$ cat src/rtl/game_tick_ctrl.sv
// Clock-enable scheduler for the BlockyRoads core: pixel/scan dividers plus a RUN/PAUSED/HALT game-tick sequencer.
// Optional speed ramp is enabled by defining GAME_TICK_RAMP_EN.
module game_tick_ctrl #(
  parameter int unsigned PIX_DIV        = 4,
  parameter int unsigned SCAN_DIV       = 62500,
  parameter int unsigned BASE_PERIOD    = 2000000,
  parameter int unsigned PERIOD_STEP    = 200000,
  parameter int unsigned MAX_LEVEL      = 7,
  parameter int unsigned LEVEL_UP_TICKS = 500
) (
  input  logic       clk,
  input  logic       clr,
  input  logic       start,
  input  logic       pause_req,
  input  logic       resume,
  input  logic       crash,
  output logic       pix_en,
  output logic       scan_en,
  output logic       game_tick,
  output logic       pause_ack,
  output logic       running,
  output logic [1:0] state,
  output logic [2:0] speed_level
);

  localparam int unsigned PIX_W  = (PIX_DIV > 1) ? $clog2(PIX_DIV) : 1;
  localparam int unsigned SCAN_W = (SCAN_DIV > 1) ? $clog2(SCAN_DIV) : 1;

  if (MAX_LEVEL > 7 || LEVEL_UP_TICKS == 0 ||
      BASE_PERIOD < MAX_LEVEL * PERIOD_STEP + 2) begin : g_cfg_err
    $error("game_tick_ctrl: invalid speed-ramp parameters");
  end

  typedef enum logic [1:0] {
    ST_IDLE   = 2'b00,
    ST_RUN    = 2'b01,
    ST_PAUSED = 2'b10,
    ST_HALT   = 2'b11
  } state_e;

  state_e            state_q, state_d;
  logic [PIX_W-1:0]  pix_cnt_q, pix_cnt_d;
  logic [SCAN_W-1:0] scan_cnt_q, scan_cnt_d;
  logic [31:0]       gcnt_q, gcnt_d;
  logic [31:0]       period_d;
  logic [2:0]        level_q, level_d;
  logic              pix_en_q, pix_en_d;
  logic              scan_en_q, scan_en_d;
  logic              tick_q, tick_d;
  logic              ack_q, run_q;
  logic              restart;

  function automatic logic [31:0] period_of(input logic [2:0] lvl);
    return 32'(BASE_PERIOD) - 32'(lvl) * 32'(PERIOD_STEP);
  endfunction

  assign restart = start && (state_q == ST_IDLE || state_q == ST_HALT);

  always_comb begin
    state_d = state_q;
    unique case (state_q)
      ST_IDLE, ST_HALT: if (start) state_d = ST_RUN;
      ST_RUN: begin
        if (crash)          state_d = ST_HALT;
        else if (pause_req) state_d = ST_PAUSED;
      end
      ST_PAUSED: begin
        if (crash)       state_d = ST_HALT;
        else if (resume) state_d = ST_RUN;
      end
      default: state_d = ST_IDLE;
    endcase
  end

  always_comb begin
    pix_cnt_d  = (pix_cnt_q == PIX_W'(PIX_DIV - 1)) ? '0 : pix_cnt_q + PIX_W'(1);
    scan_cnt_d = (scan_cnt_q == SCAN_W'(SCAN_DIV - 1)) ? '0 : scan_cnt_q + SCAN_W'(1);
    pix_en_d   = (pix_cnt_d == PIX_W'(PIX_DIV - 1));
    scan_en_d  = (scan_cnt_d == SCAN_W'(SCAN_DIV - 1));
  end

  // tick_q is high exactly while RUN with gcnt at the last count of the period
  always_comb begin
    gcnt_d = gcnt_q;
    if (restart)                gcnt_d = '0;
    else if (state_q == ST_RUN) gcnt_d = tick_q ? '0 : gcnt_q + 32'd1;
    period_d = period_of(level_d);
    tick_d   = (state_d == ST_RUN) && (gcnt_d == period_d - 32'd1);
  end

`ifdef GAME_TICK_RAMP_EN
  localparam int unsigned LCNT_W = (LEVEL_UP_TICKS > 1) ? $clog2(LEVEL_UP_TICKS) : 1;

  logic [LCNT_W-1:0] lcnt_q, lcnt_d;

  always_comb begin
    lcnt_d  = lcnt_q;
    level_d = level_q;
    if (restart) begin
      lcnt_d  = '0;
      level_d = '0;
    end else if (tick_q) begin
      if (lcnt_q == LCNT_W'(LEVEL_UP_TICKS - 1)) begin
        lcnt_d = '0;
        if (level_q < 3'(MAX_LEVEL)) level_d = level_q + 3'd1;
      end else begin
        lcnt_d = lcnt_q + LCNT_W'(1);
      end
    end
  end

  always_ff @(posedge clk or posedge clr) begin
    if (clr) begin
      lcnt_q  <= '0;
      level_q <= '0;
    end else begin
      lcnt_q  <= lcnt_d;
      level_q <= level_d;
    end
  end
`else
  assign level_q = 3'd0;
  assign level_d = 3'd0;
`endif

  always_ff @(posedge clk or posedge clr) begin
    if (clr) begin
      state_q    <= ST_IDLE;
      pix_cnt_q  <= '0;
      scan_cnt_q <= '0;
      gcnt_q     <= '0;
      pix_en_q   <= 1'b0;
      scan_en_q  <= 1'b0;
      tick_q     <= 1'b0;
      ack_q      <= 1'b0;
      run_q      <= 1'b0;
    end else begin
      state_q    <= state_d;
      pix_cnt_q  <= pix_cnt_d;
      scan_cnt_q <= scan_cnt_d;
      gcnt_q     <= gcnt_d;
      pix_en_q   <= pix_en_d;
      scan_en_q  <= scan_en_d;
      tick_q     <= tick_d;
      ack_q      <= (state_d == ST_PAUSED);
      run_q      <= (state_d == ST_RUN);
    end
  end

  assign pix_en      = pix_en_q;
  assign scan_en     = scan_en_q;
  assign game_tick   = tick_q;
  assign pause_ack   = ack_q;
  assign running     = run_q;
  assign state       = state_q;
  assign speed_level = level_q;

endmodule

$ cat config.mk
export PLATFORM = sky130hd
export DESIGN_NAME = game_tick_ctrl
export DESIGN_NICKNAME = d
export VERILOG_FILES = /design/src/rtl/game_tick_ctrl.sv
export SDC_FILE = /design/constraint.sdc
export NUM_CORES = 1
export LEC_CHECK = 0
export CORE_ASPECT_RATIO = 1.4
export CORE_MARGIN = 2
export CORE_UTILIZATION = 55
export CTS_BUF_LIST = sky130_fd_sc_hd__clkbuf_4
export CTS_CLUSTER_DIAMETER = 30
export DETAILED_ROUTE_END_ITERATION = 6
export PLACE_DENSITY = 0.84
export SLEW_MARGIN = 5
export SYNTH_ARGS = -nofsm -noshare
export SYNTH_HDL_FRONTEND = slang
export SYNTH_SLANG_ARGS = --single-unit
$ cat constraint.sdc
create_clock -name clk -period 2.6 [get_ports clk]
set_clock_uncertainty 0.15 [all_clocks]
set_input_delay 0.65 -clock clk [delete_from_list [all_inputs] [get_ports clk]]
set_output_delay 0.65 -clock clk [all_outputs]
set_load 0.05 [all_outputs]
==> key figures, run 1 <==
Global routing
  – Vias in the first global route: 2,601
  – GRT Util Overall: 0.264
  – Largest net degree at the start of global routing: 58
  – Initial antenna violation count: 0
  – Total gr overflow: 0
  – First-pass GRT wire length: 12,100 um

Clock tree
  – H-Tree Depth: 3
  – CTS tree: done
  – Worst-Skew Late Latency: approximately 400 ps
  – Clock slew at reported path FFs: ~110 ps
  – Hold-fix buffers, CTS: 0
  – Clk root buf: clkbuf_4
  – Number of clock sinks: 57
  – Clock tree buffer depth: 2
  – Num CTS Buffers: 9

STA
  – Final critical-path setup slack: -96.4 ps
  – Actual slew at the worst max-slew pin: 511 ps
  – Final setup violation count: 1
  – RSZ-0062 raised after global routing: yes
  – Fmax achieved: 371 MHz
  – Worst hold slack: 309 ps
  – Setup TNS: -96.4 ps
  – Fin crit share: 1.04
  – Fin crit period: roughly 2700 ps
  – Max transition margin: 0.658
  – Endpoints failing hold: 0
  – Final slew viol count: 0

Place
  – GPL Wtd Cong: 0.871
  – Placed instance count: ~430
  – Post-DP Area: between 3000 and 4000 um2
  – HPWL after detailed placement: between 4000 and 5000 um
  – Buffers on Ports: 12

Die
  – DIE AREA: 6210 um2
  – Core Area: 5450 um2
  – Row count: 32
  – IO Pins: 16
  – Initial Util: 0.564
  – Die Width: approximately 67 um
  – Die Height: 92.4 um

Run
  – Max Cap Viol: 0

Finish
  – Final nets: between 300 and 400
  – Synthesis-to-finish area growth: 21.1%
  – Most frequent cells in the layout: 55 x dfrtp_1, 48 x nor2_1, 35 x buf_4
  – Fin cells: 448
  – Antenna diode count: 0
  – Layout cell share with drive strength beyond 1: 0.203
  – Cell area after layout: 3720 um2
  – Fin util: 0.683
  – Commonest non-fill, non-tap cell in the layout: dfrtp_1

Run status
  – Violated checks: negative setup slack
  – Run status: complete, but fails checks

Drt
  – WL final: between 7000 and 8000 um
  – Antenna-violating nets left: 0
  – DRT Pass-1 Iters: 4
  – DRC: 0
  – 1st-iter DRT viols: about 140
  – Vias per cell: approximately 5.8
  – WL/cell: 16.7 um
  – Detailed-route via count: 2,613

Yosys
  – Avg Cell Area, Syn: 9.45 um2
  – Post-synth ARST share: 1.00
  – Post-synthesis sequential area ratio: 0.464
  – Top-area cell type share of the netlist area: 0.464
  – Commonest register cell after synthesis: dfrtp_1
  – Ys Warns: 0
  – Number of synthesized flops with an enable pin: 0
  – Ranking of synthesized cells by area: dfrtp_1 46%, nor2_1 6.0%, xor2_1 6.0%
  – Synth area leader: dfrtp_1
  – Cells after Synth: 325
  – Yosys reg bits: 57
  – Mapped Area: about 3100 um2
  – Count of cell types in the netlist: 49

Worst setup path
  – Largest fanout on the critical path: 5
  – Critical Path RT: 2770 ps
  – Critical Path Start Type: register
  – Critical path capture point type: register
  – Arrival @ worst endpoint: approximately 2900 ps
  – Worst setup path category: reg2reg

Power and ir drop
  – Max VDD drop: 686 uV
  – Static leakage: 0.00163 uW
  – Power per cell area: 659 nW/um2

Hold path
  – Min-Delay Path Class: reg2reg
==> power breakdown <==
part | internal, uW | total, uW | switching (uW)
sequential | 939 | 987 | 47.6
clock | 297 | 649 | 352
combinational | 352 | 816 | 464
==> critical path, cell delays in order (launching register included) <==
cell	delay, ps
dfrtp_2	420
inv_2	70
ha_4	140
nand4_1	180
or3_4	500
nor2_4	130
nand3_2	100
xor2_2	210
or4b_4	480
nor4_2	240
==> per-layer routing <==
layer  vias to the layer above  track usage  wire, um
li1                       1216            -         -
met1                      1299        0.320      2930
met2                        81        0.440      4080
met3                        17       0.0474       332
met4                         0        0.136       141
met5                         -            0         0
==> stage by stage <==
step	setup slack (ps)	total power, uW
final	-96.4	2450
after global routing	-191	2580
after CTS	-63.4	2400
after detailed placement	-175	1750
after global placement	-119	1720
after floorplan	-64.7	1470
==> layout make-up <==
| class | count | area, um2 |
|---|---|---|
| multi-input cells | 244 | 1610 |
| well taps | 68 | 85.1 |
| flip-flops and latches | 57 | 1430 |
| clock buffers | 10 | 75.1 |
| inverters | 15 | 56.3 |
| clock inverters | 6 | 58.8 |
| fillers | 418 | 1720 |
| repair buffers | 48 | 403 |
==> state kept, by name (all words and copies together) (netlist names) <==
| register | cells |
|---|---|
| game_tick | 1 |
| gcnt_q | 32 |
| pause_ack | 1 |
| pix_cnt_q | 2 |
| pix_en | 1 |
| running | 1 |
| scan_cnt_q | 16 |
| scan_en | 1 |
| state | 2 |
==> worst paths after layout <==
check / from / cells past startpoint / end / slack [ps]
setup / recovery: state[1]$_DFF_PP0_ / 9 / game_tick$_DFF_PP0_ / -100
hold / removal: pix_cnt_q[0]$_DFF_PP0_ / 1 / pix_cnt_q[0]$_DFF_PP0_ / 310
setup reg to reg: state[1]$_DFF_PP0_ / 9 / game_tick$_DFF_PP0_ / -100
hold reg to reg: pix_cnt_q[0]$_DFF_PP0_ / 1 / pix_cnt_q[0]$_DFF_PP0_ / 310
max in group asynchronous: clr / 3 / state[1]$_DFF_PP0_ / 1550
min in group asynchronous: clr / 3 / scan_cnt_q[4]$_DFF_PP0_ / 470
==> synthesized netlist by cell type (2+ instances only) <==
| cell type | number |
|---|---|
| nand2b_1 | 3 |
| clkbuf_1 | 4 |
| nor4_2 | 2 |
| o22ai_1 | 2 |
| xor2_1 | 21 |
| or2_2 | 3 |
| nor3_1 | 9 |
| a22oi_1 | 2 |
| xnor2_1 | 19 |
| o21ai_0 | 4 |
| and2_1 | 4 |
| mux2i_1 | 2 |
| and3_1 | 6 |
| buf_4 | 4 |
| inv_1 | 15 |
| nand2_1 | 20 |
| nor2b_1 | 4 |
| or3_1 | 4 |
| o21a_1 | 2 |
| nor4_1 | 8 |
| nand3_2 | 2 |
| nor4b_1 | 3 |
| nand3_1 | 22 |
| nand4b_1 | 3 |
| nand3b_1 | 4 |
| ha_1 | 6 |
| buf_2 | 2 |
| o211ai_1 | 2 |
| a2111oi_0 | 2 |
| a21oi_1 | 10 |
| nand4_1 | 9 |
| dfrtp_1 | 57 |
| nor2_1 | 49 |
==> cell families (layout without fill, tap and decap cells) <==
| logic type | count (synthesis) | count (layout) | synth area share |
|---|---|---|---|
| and+or+nand+nor | 162 | 162 | 0.286 |
| DFF | 57 | 57 | 0.464 |
| xor gates and xnor gates | 40 | 40 | 0.114 |
| AOI/OAI and AO/OA | 31 | 31 | 0.0656 |
| buffers and inverters | 26 | 79 | 0.0375 |
| adders and majority gates | 6 | 6 | 0.0244 |
| muxes | 2 | 2 | 0.00652 |
| other | 1 | 3 | 0.00122 |
==> repair_timing <==
item                                    CTS  global route
endpoints found under the setup margin    1             2
resized for setup                         2             9
buffers inserted                          0             5
pin swaps                                 0             7
No activity file was read; power rests on OpenSTA's default activity.
==> run 2: changes to the inputs <==
--- a/config.mk
+++ b/config.mk
@@ -10,6 +10,7 @@
 export CORE_UTILIZATION = 55
 export CTS_BUF_LIST = sky130_fd_sc_hd__clkbuf_4
 export CTS_CLUSTER_DIAMETER = 30
+export CTS_CLUSTER_SIZE = 28
 export DETAILED_ROUTE_END_ITERATION = 6
 export PLACE_DENSITY = 0.84
 export SLEW_MARGIN = 5
==> results of run 2 <==
Final layout, timing and power as in run 1 (identical DEF).
